`config.mk`:
```
export PLATFORM = sky130hd
export DESIGN_NAME = q1_switch_debounce
export DESIGN_NICKNAME = d
export VERILOG_FILES = /design/src/rtl/q1_pkg.sv /design/src/rtl/debounce_channel.sv /design/src/rtl/q1_switch_debounce.sv
export SDC_FILE = /design/constraint.sdc
export NUM_CORES = 1
export LEC_CHECK = 0
export CELL_PAD_IN_SITES_DETAIL_PLACEMENT = 1
export CELL_PAD_IN_SITES_GLOBAL_PLACEMENT = 1
export CORE_UTILIZATION = 30
export DETAILED_ROUTE_END_ITERATION = 10
export PLACE_DENSITY = 0.53
export SLEW_MARGIN = 40
export SYNTH_ARGS = -nofsm -noshare
export SYNTH_HDL_FRONTEND = slang
export SYNTH_HIERARCHICAL = 1
export SYNTH_SLANG_ARGS = --single-unit
```
`constraint.sdc`:
```
create_clock -name clk -period 5.4 [get_ports clk]
set_clock_uncertainty 0.15 [all_clocks]
set_input_delay 1.08 -clock clk [delete_from_list [all_inputs] [get_ports clk]]
set_output_delay 1.08 -clock clk [all_outputs]
set_load 0.1 [all_outputs]
```
`src/rtl/q1_pkg.sv`:
```
// q1_pkg: shared types and constants for the q1 switch-conditioning slice.
//   state_e              - per-channel debounce FSM state (2-bit)
//   DEBOUNCE_CYCLES_DEF  - default number of consecutive equal samples to accept a level
package q1_pkg;

  typedef enum logic [1:0] {
    S_LOW       = 2'd0,
    S_WAIT_HIGH = 2'd1,
    S_HIGH      = 2'd2,
    S_WAIT_LOW  = 2'd3
  } state_e;

  localparam int unsigned DEBOUNCE_CYCLES_DEF = 1000000;

endpackage

```
`src/rtl/debounce_channel.sv`:
```
// debounce_channel: one switch bit -> synchronizer -> counter-based debounce FSM.
// Ports:
//   clk, rst   - clock, asynchronous active-high reset
//   sw_in      - raw asynchronous switch level
//   clean      - debounced level (registered)
//   rise/fall  - registered 1-cycle pulses aligned with the clean update
//   accept     - combinational: clean will change on the coming edge
//                (lets the top register chg_stb in the same cycle as rise/fall)
module debounce_channel
  import q1_pkg::*;
#(
  parameter int unsigned SYNC_STAGES     = 2,
  parameter int unsigned DEBOUNCE_CYCLES = DEBOUNCE_CYCLES_DEF
) (
  input  logic clk,
  input  logic rst,
  input  logic sw_in,
  output logic clean,
  output logic rise,
  output logic fall,
  output logic accept
);

  localparam int unsigned CNT_W = $clog2(DEBOUNCE_CYCLES);
  localparam logic [CNT_W-1:0] CNT_LAST = CNT_W'(DEBOUNCE_CYCLES - 1);

  logic [SYNC_STAGES-1:0] sync_q, sync_d;
  logic                   sync;
  state_e                 state_q, state_d;
  logic [CNT_W-1:0]       cnt_q, cnt_d;
  logic                   clean_q, clean_d;
  logic                   rise_q, rise_d;
  logic                   fall_q, fall_d;

  // Bit 0 is the first stage; the top bit feeds the FSM.
  assign sync_d = {sync_q[SYNC_STAGES-2:0], sw_in};
  assign sync   = sync_q[SYNC_STAGES-1];

  always_comb begin
    state_d = state_q;
    cnt_d   = cnt_q;
    clean_d = clean_q;
    rise_d  = 1'b0;
    fall_d  = 1'b0;
    unique case (state_q)
      S_LOW: begin
        if (sync) begin
          state_d = S_WAIT_HIGH;
          cnt_d   = CNT_W'(1);
        end
      end
      S_WAIT_HIGH: begin
        if (!sync) begin
          state_d = S_LOW;
          cnt_d   = '0;
        end else if (cnt_q == CNT_LAST) begin
          state_d = S_HIGH;
          cnt_d   = '0;
          clean_d = 1'b1;
          rise_d  = 1'b1;
        end else begin
          cnt_d = cnt_q + CNT_W'(1);
        end
      end
      S_HIGH: begin
        if (!sync) begin
          state_d = S_WAIT_LOW;
          cnt_d   = CNT_W'(1);
        end
      end
      S_WAIT_LOW: begin
        if (sync) begin
          state_d = S_HIGH;
          cnt_d   = '0;
        end else if (cnt_q == CNT_LAST) begin
          state_d = S_LOW;
          cnt_d   = '0;
          clean_d = 1'b0;
          fall_d  = 1'b1;
        end else begin
          cnt_d = cnt_q + CNT_W'(1);
        end
      end
      default: begin
        state_d = S_LOW;
        cnt_d   = '0;
      end
    endcase
  end

  always_ff @(posedge clk or posedge rst) begin
    if (rst) begin
      sync_q  <= '0;
      state_q <= S_LOW;
      cnt_q   <= '0;
      clean_q <= 1'b0;
      rise_q  <= 1'b0;
      fall_q  <= 1'b0;
    end else begin
      sync_q  <= sync_d;
      state_q <= state_d;
      cnt_q   <= cnt_d;
      clean_q <= clean_d;
      rise_q  <= rise_d;
      fall_q  <= fall_d;
    end
  end

  assign clean  = clean_q;
  assign rise   = rise_q;
  assign fall   = fall_q;
  assign accept = rise_d | fall_d;

endmodule

```
`src/rtl/q1_switch_debounce.sv`:
```
// q1_switch_debounce: conditions NUM_IN raw switches into clean levels {A,B,C,D}.
// Ports:
//   clk, rst  - clock, asynchronous active-high reset
//   sw_in     - raw asynchronous switch levels (bit 3=A .. bit 0=D)
//   sw_clean  - debounced levels
//   rise/fall - per-bit 1-cycle edge pulses on sw_clean
//   chg_stb   - 1-cycle pulse when any sw_clean bit changes
module q1_switch_debounce
  import q1_pkg::*;
#(
  parameter int unsigned NUM_IN          = 4,
  parameter int unsigned SYNC_STAGES     = 2,
  parameter int unsigned DEBOUNCE_CYCLES = DEBOUNCE_CYCLES_DEF
) (
  input  logic              clk,
  input  logic              rst,
  input  logic [NUM_IN-1:0] sw_in,
  output logic [NUM_IN-1:0] sw_clean,
  output logic [NUM_IN-1:0] rise,
  output logic [NUM_IN-1:0] fall,
  output logic              chg_stb
);

  logic [NUM_IN-1:0] accept;
  logic              chg_stb_q, chg_stb_d;

  for (genvar i = 0; i < NUM_IN; i++) begin : g_ch
    debounce_channel #(
      .SYNC_STAGES    (SYNC_STAGES),
      .DEBOUNCE_CYCLES(DEBOUNCE_CYCLES)
    ) u_ch (
      .clk   (clk),
      .rst   (rst),
      .sw_in (sw_in[i]),
      .clean (sw_clean[i]),
      .rise  (rise[i]),
      .fall  (fall[i]),
      .accept(accept[i])
    );
  end

  // Built from the channels' next-cycle pulses so the registered strobe
  // lands in the same cycle as rise/fall rather than one later.
  always_comb begin
    chg_stb_d = |accept;
  end

  always_ff @(posedge clk or posedge rst) begin
    if (rst) chg_stb_q <= 1'b0;
    else     chg_stb_q <= chg_stb_d;
  end

  assign chg_stb = chg_stb_q;

endmodule

```
==> impl_metrics.tcl <==
set metrics [dict create \
    cp-start-kind "register" \
    status "complete, no violations" \
    chipHeight_microns 142.4 \
    stdcell_count 875 \
    avgSynthCellArea_sq_um 9.825 \
    holdWs_ns 0.2008 \
    max_freq_mhz 390.2 \
    cts_tree "built" \
    synth-edff-count 0 \
    syn_area_sq_mm 0.005914 \
    register_area_sq_mm 0.002728 \
    finalMaxSlewViolations 0 \
    synth.yosys.seq_area_share_pct 46.12 \
    p_sw_share_pct 31.71 \
    core_sq_mm 0.01902 \
    core.rowCount 50 \
    drt-pass1-iter-count 4 \
    finish.instance_area_sq_mm 0.006507 \
    critPathMaxFanout 18 \
    rsz0062_at_grt "false" \
    drive_gt1_share_pct 12.52 \
    ys_types 71 \
    postRouteAntennaNets 0 \
    vias_per_cell 5.351 \
    numCtsBuffers 9 \
    cts_root_buf "clkbuf_16" \
    wl_met1_mm 7.469 \
    placed_cell_area_sq_mm 0.006207 \
    dp_hpwl_mm 10.14 \
    p_seq_share_pct 46.3 \
    path_cells "ha_1 -> nand3_1 -> and4bb_1 -> a21oi_2 -> buf_4 -> or2b_1 -> a31oi_1" \
    end_kind "register" \
    p_per_area_mw_per_mm2 313.7 \
    overflow 0 \
    yosys_warnings 6 \
    cp_slowest_cell "a21oi_2" \
    chipWidth_microns 142.4 \
    crit_arrival_ns 2.69 \
    slew_headroom_pct 46.55 \
    setup_viol 0 \
    cts_htree_levels 3 \
    top_layer_used "met4" \
    fin_setup_tns_ns 0 \
    n_fill_cell 2203 \
    intPower_uw 1394 \
    drt_wl_total_mm 14.70 \
    path_delay_family "simple AND/OR/NAND/NOR gates" \
    final_nets 621 \
    power.share.combinational_pct 20.0 \
    track_usage_pct 15.83 \
    initial_core_util_pct 31.10 \
    clkPwrFrac_pct 33.7 \
    wl_per_cell_microns 16.80 \
    fin_crit_sh_pct 47.46 \
    placed_cells 860 \
    max_cap_viol_count 0 \
    via_count 4682 \
    wl_met3_microns 304 \
    antenna-diode-count 0 \
    path_clk_slew_ns 0.07 \
    post_cts_buffers 0 \
    critPathKind "reg2reg" \
    hold_class "reg2reg" \
    fin_crit_ns 2.563 \
    clk_latency_ns 0.35 \
    multi_input_area_sq_mm 0.002938 \
    hold_viol_final 0 \
    synth-seq-cells 109 \
    grt_max_degree 28 \
    critPathBufInv 1 \
    grt_pass1_vias 4914 \
    syn_inst 602 \
    tightest_slew_ns 0.7988 \
    drc 0 \
    numPortBuffers 18 \
    slowest_delay_ns 0.47 \
    ioPinCount 19 \
    drtIter0Drc 259 \
    worstPathRequired_ns 5.53 \
    synthToLayoutAreaGrowth_pct 10.03 \
    routabilityCongestion 0.7770 \
    cts_buffer_depth 2 \
    cts_resized 0 \
    peakVddDrop_mv 0.1519 \
    p_sw_uw 647.2 \
    cellLeakagePower_uw 0.002793 \
    ys.flop_type "dfrtp_1" \
    asyncSetResetFlopFracSynth_pct 100.0 \
    synth_fp_nets 612 \
    antenna_found_initial 0 \
    cts_sinks 109 \
    hold_buffers 0 \
    wl_met2_mm 6.763 \
    die_area_sq_mm 0.02028 \
    grt_pass1_wl_mm 25.57 \
]
-- per-stage QoR --
stage / setup slack, ns / power [uW] / util (%)
3_3_place_gp: 2.633 / 1359 / 32.94
5_1_grt: 2.602 / 2165 / 34.22
2_1_floorplan: 3.246 / 1299 / -
3_5_place_dp: 2.810 / 1373 / 32.64
6_report: 2.837 / 2041 / 34.22
4_1_cts: 2.810 / 2080 / 34.22
-- area by class of cell --
cell class,count,share of cell area [%]
multi-input cells,449,45.15
flip-flops and latches,109,41.92
well taps,260,4.999
clock buffers,11,3.884
repair buffers,21,2.115
inverters,21,1.211
clock inverters,4,0.7306
-- registers in the layout, indices dropped and copies added (netlist names), named ones only --
name and flops:
chg_stb 1, g_ch.u_ch/clean 4, g_ch.u_ch/cnt_q 80, g_ch.u_ch/fall 4, g_ch.u_ch/rise 4, g_ch.u_ch/state_q 4
g_ch.u_ch/sync_q 8
-- cell usage in the layout, fill, tap and decap left out, drive strengths merged, types with 6 or more instances in the layout --
master / Yosys / final
nor2: 30 / 30
a41oi: 10 / 10
nand4: 15 / 15
nor3b: 10 / 10
dfrtp: 109 / 109
nand2: 71 / 71
and4: 6 / 6
a21o: 8 / 8
clkbuf: 4 / 11
and3: 14 / 14
inv: 21 / 21
xor2: 9 / 9
nor3: 18 / 18
a22o: 18 / 18
a31oi: 29 / 29
mux2i: 7 / 7
nand3: 45 / 45
or2: 6 / 6
nor2b: 7 / 7
and2: 10 / 10
buf: 19 / 16
a21oi: 40 / 40
o21ai: 25 / 25
nor4: 9 / 9
-- layer usage --
metal | vias up | track usage, %
li1 | 2251 | -
met1 | 2377 | 21.47
met2 | 42 | 25.28
met3 | 12 | 2.995
met4 | 0 | 5.150
met5 | - | 0
-- cells by family (layout without fill, tap and decap cells) --
logic type | Yosys count | in the layout | synth area share, %
AO/OA/AOI/OAI | 156 | 156 | 17.92
XOR/XNOR | 14 | 14 | 2.327
adder cells (fa/ha/maj) | 4 | 4 | 0.8462
buffers and inverters | 44 | 57 | 4.337
flip-flops | 109 | 109 | 46.12
multiplexers | 10 | 10 | 1.756
AND/OR/NAND/NOR | 265 | 265 | 26.70
-- final timing paths --
kind                                          end  cells past startpoint  slack [ns]                   start
min reg2reg                g_ch[1].u_ch/sync_q[1]                      0        0.20  g_ch[1].u_ch/sync_q[0]
max in group asynchronous  g_ch[3].u_ch/cnt_q[13]                      2        3.49                     rst
min in group asynchronous                 chg_stb                      2        0.99                     rst
min                        g_ch[1].u_ch/sync_q[1]                      0        0.20  g_ch[1].u_ch/sync_q[0]
max                         g_ch[1].u_ch/cnt_q[2]                      7        2.84   g_ch[1].u_ch/cnt_q[0]
max reg2reg                 g_ch[1].u_ch/cnt_q[2]                      7        2.84   g_ch[1].u_ch/cnt_q[0]
-- power groups by stage --
stage / combinational (uW) / clock [uW] / sequential, uW
floorplan: 360 / 0 / 939
global placement: 400 / 0 / 959
detailed placement: 412 / 0 / 961
CTS: 415 / 720 / 946
global route: 461 / 746 / 959
finish: 408 / 688 / 945
-- cell usage after synthesis (all sizes together) (5+ instances only) --
library cell  count  area share (%)
mux2i             7             1.2
xnor2             5            0.74
a21o              8             1.1
a41oi            10             1.5
nor2             30             1.9
dfrtp           109              46
nor4              9             2.2
o31a              5            0.74
and2             10             1.1
a31oi            29             3.1
a22o             18             2.7
nand3            45             4.0
nand4            15             2.0
and3             14             1.5
or2               6            0.63
nand2            71             4.6
or4               5            0.76
nor3             18             1.9
nor2b             7            0.74
and4              6            0.89
inv              21             1.3
a21oi            40             3.8
nor3b            10             1.7
xor2              9             1.6
o21ai            25             2.1
buf              19             2.8
No activity file was read; power rests on OpenSTA's default activity.
==> RTL change 1: new RTL, same settings <==
One comparison of `cnt_q` changes from == to >=.
--- a/src/rtl/debounce_channel.sv
+++ b/src/rtl/debounce_channel.sv
@@ -72,7 +72,7 @@
         if (sync) begin
           state_d = S_HIGH;
           cnt_d   = '0;
-        end else if (cnt_q == CNT_LAST) begin
+        end else if (cnt_q >= CNT_LAST) begin
           state_d = S_LOW;
           cnt_d   = '0;
           clean_d = 1'b0;
Function: same outputs for any inputs over 4 cycles, from zero or initial values and one cycle with rst high; that may be too few to reach the edited logic, so the function may still have changed.
==> RTL change 1 against the unedited design <==
Synthesized area rose by 5.5%; sequential cell count did not move; design area rose by 5.1%; maximum frequency fell by 9.9%; wire length rose by 10%; core utilization fell by 0.54 points; combinational power fell by 21%; global-route usage rose by 0.29 points; worst setup slack got worse by 0.28 ns; total power rose by 0.19%; critical path type unchanged; largest cell class unchanged; largest power group unchanged; highest routed layer unchanged.
==> RTL change 1: results (changes against the unedited design) <==
Parameter                              Value

Status
  Result of the run ... finished clean

Drt
  Routed met2 length ... 7.56 mm (+12%)
  DR pass1 iterations ... 5 (+1)
  Iter 0 DRT Violations ... 236 (-8.9%)
  Sum of met3 wire segment lengths after detailed routing ... 401 microns (+32%)
  Vias ... 5128 (+9.5%)
  Via-per-instance ratio ... 5.53 (+3.3%)

Worst setup path
  R2R cell count ... 6 (-1)
  Critical Path Slowest Stage Cell ... sky130_fd_sc_hd__dfrtp_1
  Worst-case register-to-register setup slack ... 2.56 ns (-0.28 ns)
  Critical path's largest stage delay ... 0.49 ns (+0.02 ns)
  Worst-path maximum fanout ... 17 (-1)
  Critical path data arrival time ... 2.92 ns (+0.23 ns)
  Reg-to-reg critical path endpoint ... g_ch[1].u_ch/cnt_q[6]

Place
  Inst Count DP ... 913 (+6.2%)
  Routability cong. ... 0.776 (-0.15%)

Cells and area
  NumNets Final ... 664 (+6.9%)
  Ratio of cells with drive above 1 in the final layout ... 12.3% (-0.21 points)
  Non-Clock Buffer Area Fraction ... 2.12% (+0.0080 points)
  Filler Cells Inserted ... 2353 (+6.8%)
  Number of multi-input combinational cells ... 490 (+9.1%)
  Number of clock-tree buffers in the layout ... 12 (+1)
  Clk tree area frac ... 4.89% (+0.27 points)
  Non-clock inverters ... 22 (+4.8%)
  Register fraction of the total cell area ... 39.9% (-2.0 points)
  Layout sequential cell count ... 109 (unchanged)
  Area occupied by multi-input gates ... 3210 sq um (+9.2%)

GRT
  Met1 track utilization from global routing ... 22.1% (+0.60 points)
  Met3 track utilization from global routing ... 2.78% (-0.21 points)
  Number of global-route vias before repair ... 5233 (+6.5%)
  Wire length of the first global-routing pass ... 27.9 mm (+9.3%)
  Total Routing Usage GR ... 16.1% (+0.29 points)
  Met2 Resource Use GR ... 26.2% (+0.93 points)

Power
  Net switching power ... 633 uW (-2.2%)
  Static Leakage ... 0.00290 uW (+3.7%)
  Clock distribution power ... 755 uW (+9.7%)
  Total power per unit cell area ... 299 nW/um^2 (-4.6%)

Synth
  Most common library cells after synthesis ... 109 x sky130_fd_sc_hd__dfrtp_1, 68 x sky130_fd_sc_hd__nand2_1, 45 x sky130_fd_sc_hd__nand3_1
  Cell count after synthesis ... 648 (+7.6%)
  Count of unique library cells instantiated by Yosys ... 63 (-11%)
  Post-synthesis instance area ... 6240 sq um (+5.5%)
  Register area share after synthesis ... 43.7% (-2.4 points)

STA
  Transition at the pin with the smallest max-transition slack ... 0.869 ns (+0.0704 ns)

Worst hold path
  Worst hold start ... g_ch[2].u_ch/sync_q[0]
  Hold endpoint ... g_ch[2].u_ch/sync_q[1]
==> RTL change 1: changes by cell type in the layout (fill, tap and decap cells not counted), moves of 6 or more <==
cell                       before  now
sky130_fd_sc_hd__a41oi_1       10    0
sky130_fd_sc_hd__a211o_1        0   12
sky130_fd_sc_hd__nand4_1       11   31
sky130_fd_sc_hd__a22o_1        18    2
sky130_fd_sc_hd__xor2_1         7   13
sky130_fd_sc_hd__or3_1          3   19
sky130_fd_sc_hd__o311ai_0       0    9
sky130_fd_sc_hd__a21oi_1       36   17
sky130_fd_sc_hd__nor3_1        15   22
sky130_fd_sc_hd__and4_1         6   15
sky130_fd_sc_hd__o21ai_0       20   28
sky130_fd_sc_hd__and2b_2        0    6
==> RTL change 1: worst max-delay path by stage <==
stage / start / end / slack (ns) / cells after the start
finish: g_ch[1].u_ch/cnt_q[0] / g_ch[1].u_ch/cnt_q[6] / 2.56 / 6
global route: g_ch[1].u_ch/cnt_q[0] / g_ch[1].u_ch/cnt_q[11] / 2.32 / 6
CTS: g_ch[1].u_ch/cnt_q[0] / g_ch[1].u_ch/cnt_q[6] / 2.54 / 6
detailed placement: g_ch[1].u_ch/cnt_q[0] / chg_stb / 2.57 / 6
global placement: rst / g_ch[1].u_ch/cnt_q[7] / 2.64 / 2
floorplan: g_ch[1].u_ch/cnt_q[0] / chg_stb / 2.96 / 8
==> RTL change 1: cells by family after synthesis <==
logic type                 Yosys count  synth area share, %
and+or+nand+nor                    309                 28.7
AOI/OAI and AO/OA                  153                 18.3
DFF                                109                 43.7
buffers and inverters               49                 5.05
xor gates and xnor gates            21                 2.95
adders and majority gates            4                0.802
muxes                                3                0.481
==> RTL change 2: new RTL, config.mk and constraints unchanged <==
Without the edit above. Change the parameter `NUM_IN` from 4 to 3.
--- a/src/rtl/q1_switch_debounce.sv
+++ b/src/rtl/q1_switch_debounce.sv
@@ -8,7 +8,7 @@
 module q1_switch_debounce
   import q1_pkg::*;
 #(
-  parameter int unsigned NUM_IN          = 4,
+  parameter int unsigned NUM_IN          = 3,
   parameter int unsigned SYNC_STAGES     = 2,
   parameter int unsigned DEBOUNCE_CYCLES = DEBOUNCE_CYCLES_DEF
 ) (
Ports: changed (resized fall, rise, sw_clean and sw_in); port bits go from 19 to 15. The function was not compared with the original's and may differ.
==> RTL change 2 against the unedited design <==
Sequential cell count fell by 27; design area is 25% lower; synthesized area fell by 25%; hold slack worse by 0.0015 ns; wire length fell by 25%; combinational power grew 1%; worst setup slack got worse by 0.12 ns; total power is 14% lower; sequential share of layout area barely moved; via count fell by 24%.
==> RTL change 2: results (changes against the unedited design) <==
Parameter                              Value

Drt
  WL final ... 11.1 mm (-25%)
  Iter 0 DRT Violations ... 178 (-31%)
  DR pass1 iterations ... 4 (unchanged)
  Via-per-instance ratio ... 5.50 (+2.8%)

Power
  Net switching power ... 620 uW (-4.2%)
  Static Leakage ... 0.00204 uW (-27%)
  Max IR drop VDD ... 0.148 mV (-2.9%)

Synth
  Share of cell area taken by muxes after synthesis ... 1.67% (-0.084 points)
  Most common library cells after synthesis ... 82 x sky130_fd_sc_hd__dfrtp_1, 55 x sky130_fd_sc_hd__nand2_1, 33 x sky130_fd_sc_hd__a31oi_1
  YS warnings ... 6 (unchanged)
  Count of unique library cells instantiated by Yosys ... 66 (-7.0%)
  Mapped Nets ... 461 (-25%)
  Arithmetic-cell share of the synthesized area counting full adders, half adders and majority gates ... 0.850% (+0.0039 points)
  Xor and xnor fraction of the mapped netlist area ... 1.96% (-0.37 points)
  Compound-cell area share of the yosys netlist ... 18.9% (+0.95 points)
  Commonest register cell after synthesis ... sky130_fd_sc_hd__dfrtp_1
  Most area-consuming cells after synthesis ... sky130_fd_sc_hd__dfrtp_1 46%, sky130_fd_sc_hd__a31oi_1 4.7%, sky130_fd_sc_hd__nand2_1 4.7%
  Fraction of synthesis flops using an asynchronous set or reset pin ... 100% (unchanged)
  Register area share after synthesis ... 46.5% (+0.35 points)

Place
  Count of input and output buffers ... 14 (-4)
  Routability cong. ... 0.721 (-7.2%)
  HPWL after detailed placement ... 7.50 mm (-26%)

Worst setup path
  Critical path data arrival time ... 2.81 ns (+0.12 ns)
  Beginning of the worst register-to-register path ... g_ch[1].u_ch/cnt_q[0]
  Worst-path maximum fanout ... 18 (unchanged)
  Worst Path Class, Setup ... reg -> reg

GRT
  Wire length of the first global-routing pass ... 19.2 mm (-25%)
  Number of global-route vias before repair ... 3673 (-25%)
  Antenna violations before repair ... 0 (unchanged)
  Total Routing Usage GR ... 16.4% (+0.54 points)
  Maximum number of pins on one net before global-route repair ... 35 (+25%)

Worst hold path
  Worst hold start ... g_ch[0].u_ch/sync_q[0]
  Worst min-delay path category ... reg -> reg

STA
  Transition at the pin with the smallest max-transition slack ... 0.731 ns (-0.0677 ns)

Status
  Result of the run ... finished clean

Clocking
  Num CTS Buffers ... 9 (unchanged)
  Post-CTS sizing ... 0 (unchanged)
  Clock network latency to the later pin of the worst-skew pair ... 0.35 ns (about the same)
  Clock slew at the register clock pins of the worst setup and hold paths ... 0.07 ns (about the same)
  Clock root buffer master ... sky130_fd_sc_hd__clkbuf_16
  Htree depth ... 3 (unchanged)
  Number of setup buffers added after CTS ... 0 (unchanged)
  Number of buffers on the longest clock path ... 2 (unchanged)

Cells and area
  Leading registers by flop count ... g_ch.u_ch/cnt_q (60), g_ch.u_ch/sync_q (6)
  Ratio of cells with drive above 1 in the final layout ... 13.6% (+1.1 points)
  Number of antenna diodes ... 0 (unchanged)
  NumNets Final ... 467 (-25%)
==> RTL change 2: cell families after synthesis <==
| family | after synthesis |
|---|---|
| simple gates | 195 |
| compound gates | 123 |
| flops | 82 |
| buf+inv | 34 |
| xor+xnor | 9 |
| mux | 7 |
| fa+ha+maj | 3 |
==> RTL change 2: final timing paths <==
path                       slack (ns)  cells past startpoint                      to
setup / recovery                 2.72                      7   g_ch[1].u_ch/cnt_q[2]
hold / removal                   0.20                      0  g_ch[0].u_ch/sync_q[1]
setup reg to reg                 2.72                      7   g_ch[1].u_ch/cnt_q[2]
hold reg to reg                  0.20                      0  g_ch[0].u_ch/sync_q[1]
max in group asynchronous        3.53                      2  g_ch[0].u_ch/sync_q[1]
min in group asynchronous        0.92                      2                 chg_stb
==> RTL change 2: layer usage <==
metal  vias to the layer above  part of all wire [%]  track usage (%)  routed length (microns)
met5                         -                     0                0                        0
met4                         0                   1.0             4.07                      110
met3                         6                   2.9             4.70                      324
met2                        37                    45             25.8                     5000
met1                      1799                    51             22.0                     5620
li1                       1702                     -                -                        -
==> RTL change 2: metrics by stage <==
| step | hold slack [ns] | area [sq um] | setup WS [ns] | instances |
|---|---|---|---|---|
| detailed placement | 0.187 | 4590 | 2.73 | 627 |
| global placement | 0.184 | 4630 | 2.67 | 627 |
| floorplan | 0.181 | 4420 | 3.18 | 453 |
| CTS | 0.201 | 4870 | 2.69 | 643 |
| global route | 0.205 | 4890 | 2.55 | 644 |
| finish | 0.199 | 4890 | 2.72 | 644 |
==> RTL change 2: critical path: stages, from the launching register on <==
cell and delay (ns):
sky130_fd_sc_hd__dfrtp_1 0.45, sky130_fd_sc_hd__ha_1 0.28, sky130_fd_sc_hd__nand3_1 0.20, sky130_fd_sc_hd__and4bb_1 0.27
sky130_fd_sc_hd__a21oi_2 0.52, sky130_fd_sc_hd__buf_4 0.35, sky130_fd_sc_hd__or2b_1 0.24, sky130_fd_sc_hd__a31oi_1 0.16
==> RTL change 2: cell type report <==
cell class / instances / area [sq um]
inverter: 13 / 48.8
clock buffer: 9 / 225
fill: 1607 / 9200
timing repair buffer: 16 / 113
clock inverter: 7 / 57.6
sequential: 82 / 2050
tap: 180 / 225
multi-input combinational: 337 / 2170
==> RTL change 2: power groups by stage <==
stage	combinational, uW	clock [uW]	sequential, uW
finish	413	599	735
global route	466	643	745
CTS	406	621	734
detailed placement	403	0	745
global placement	390	0	744
floorplan	359	0	718
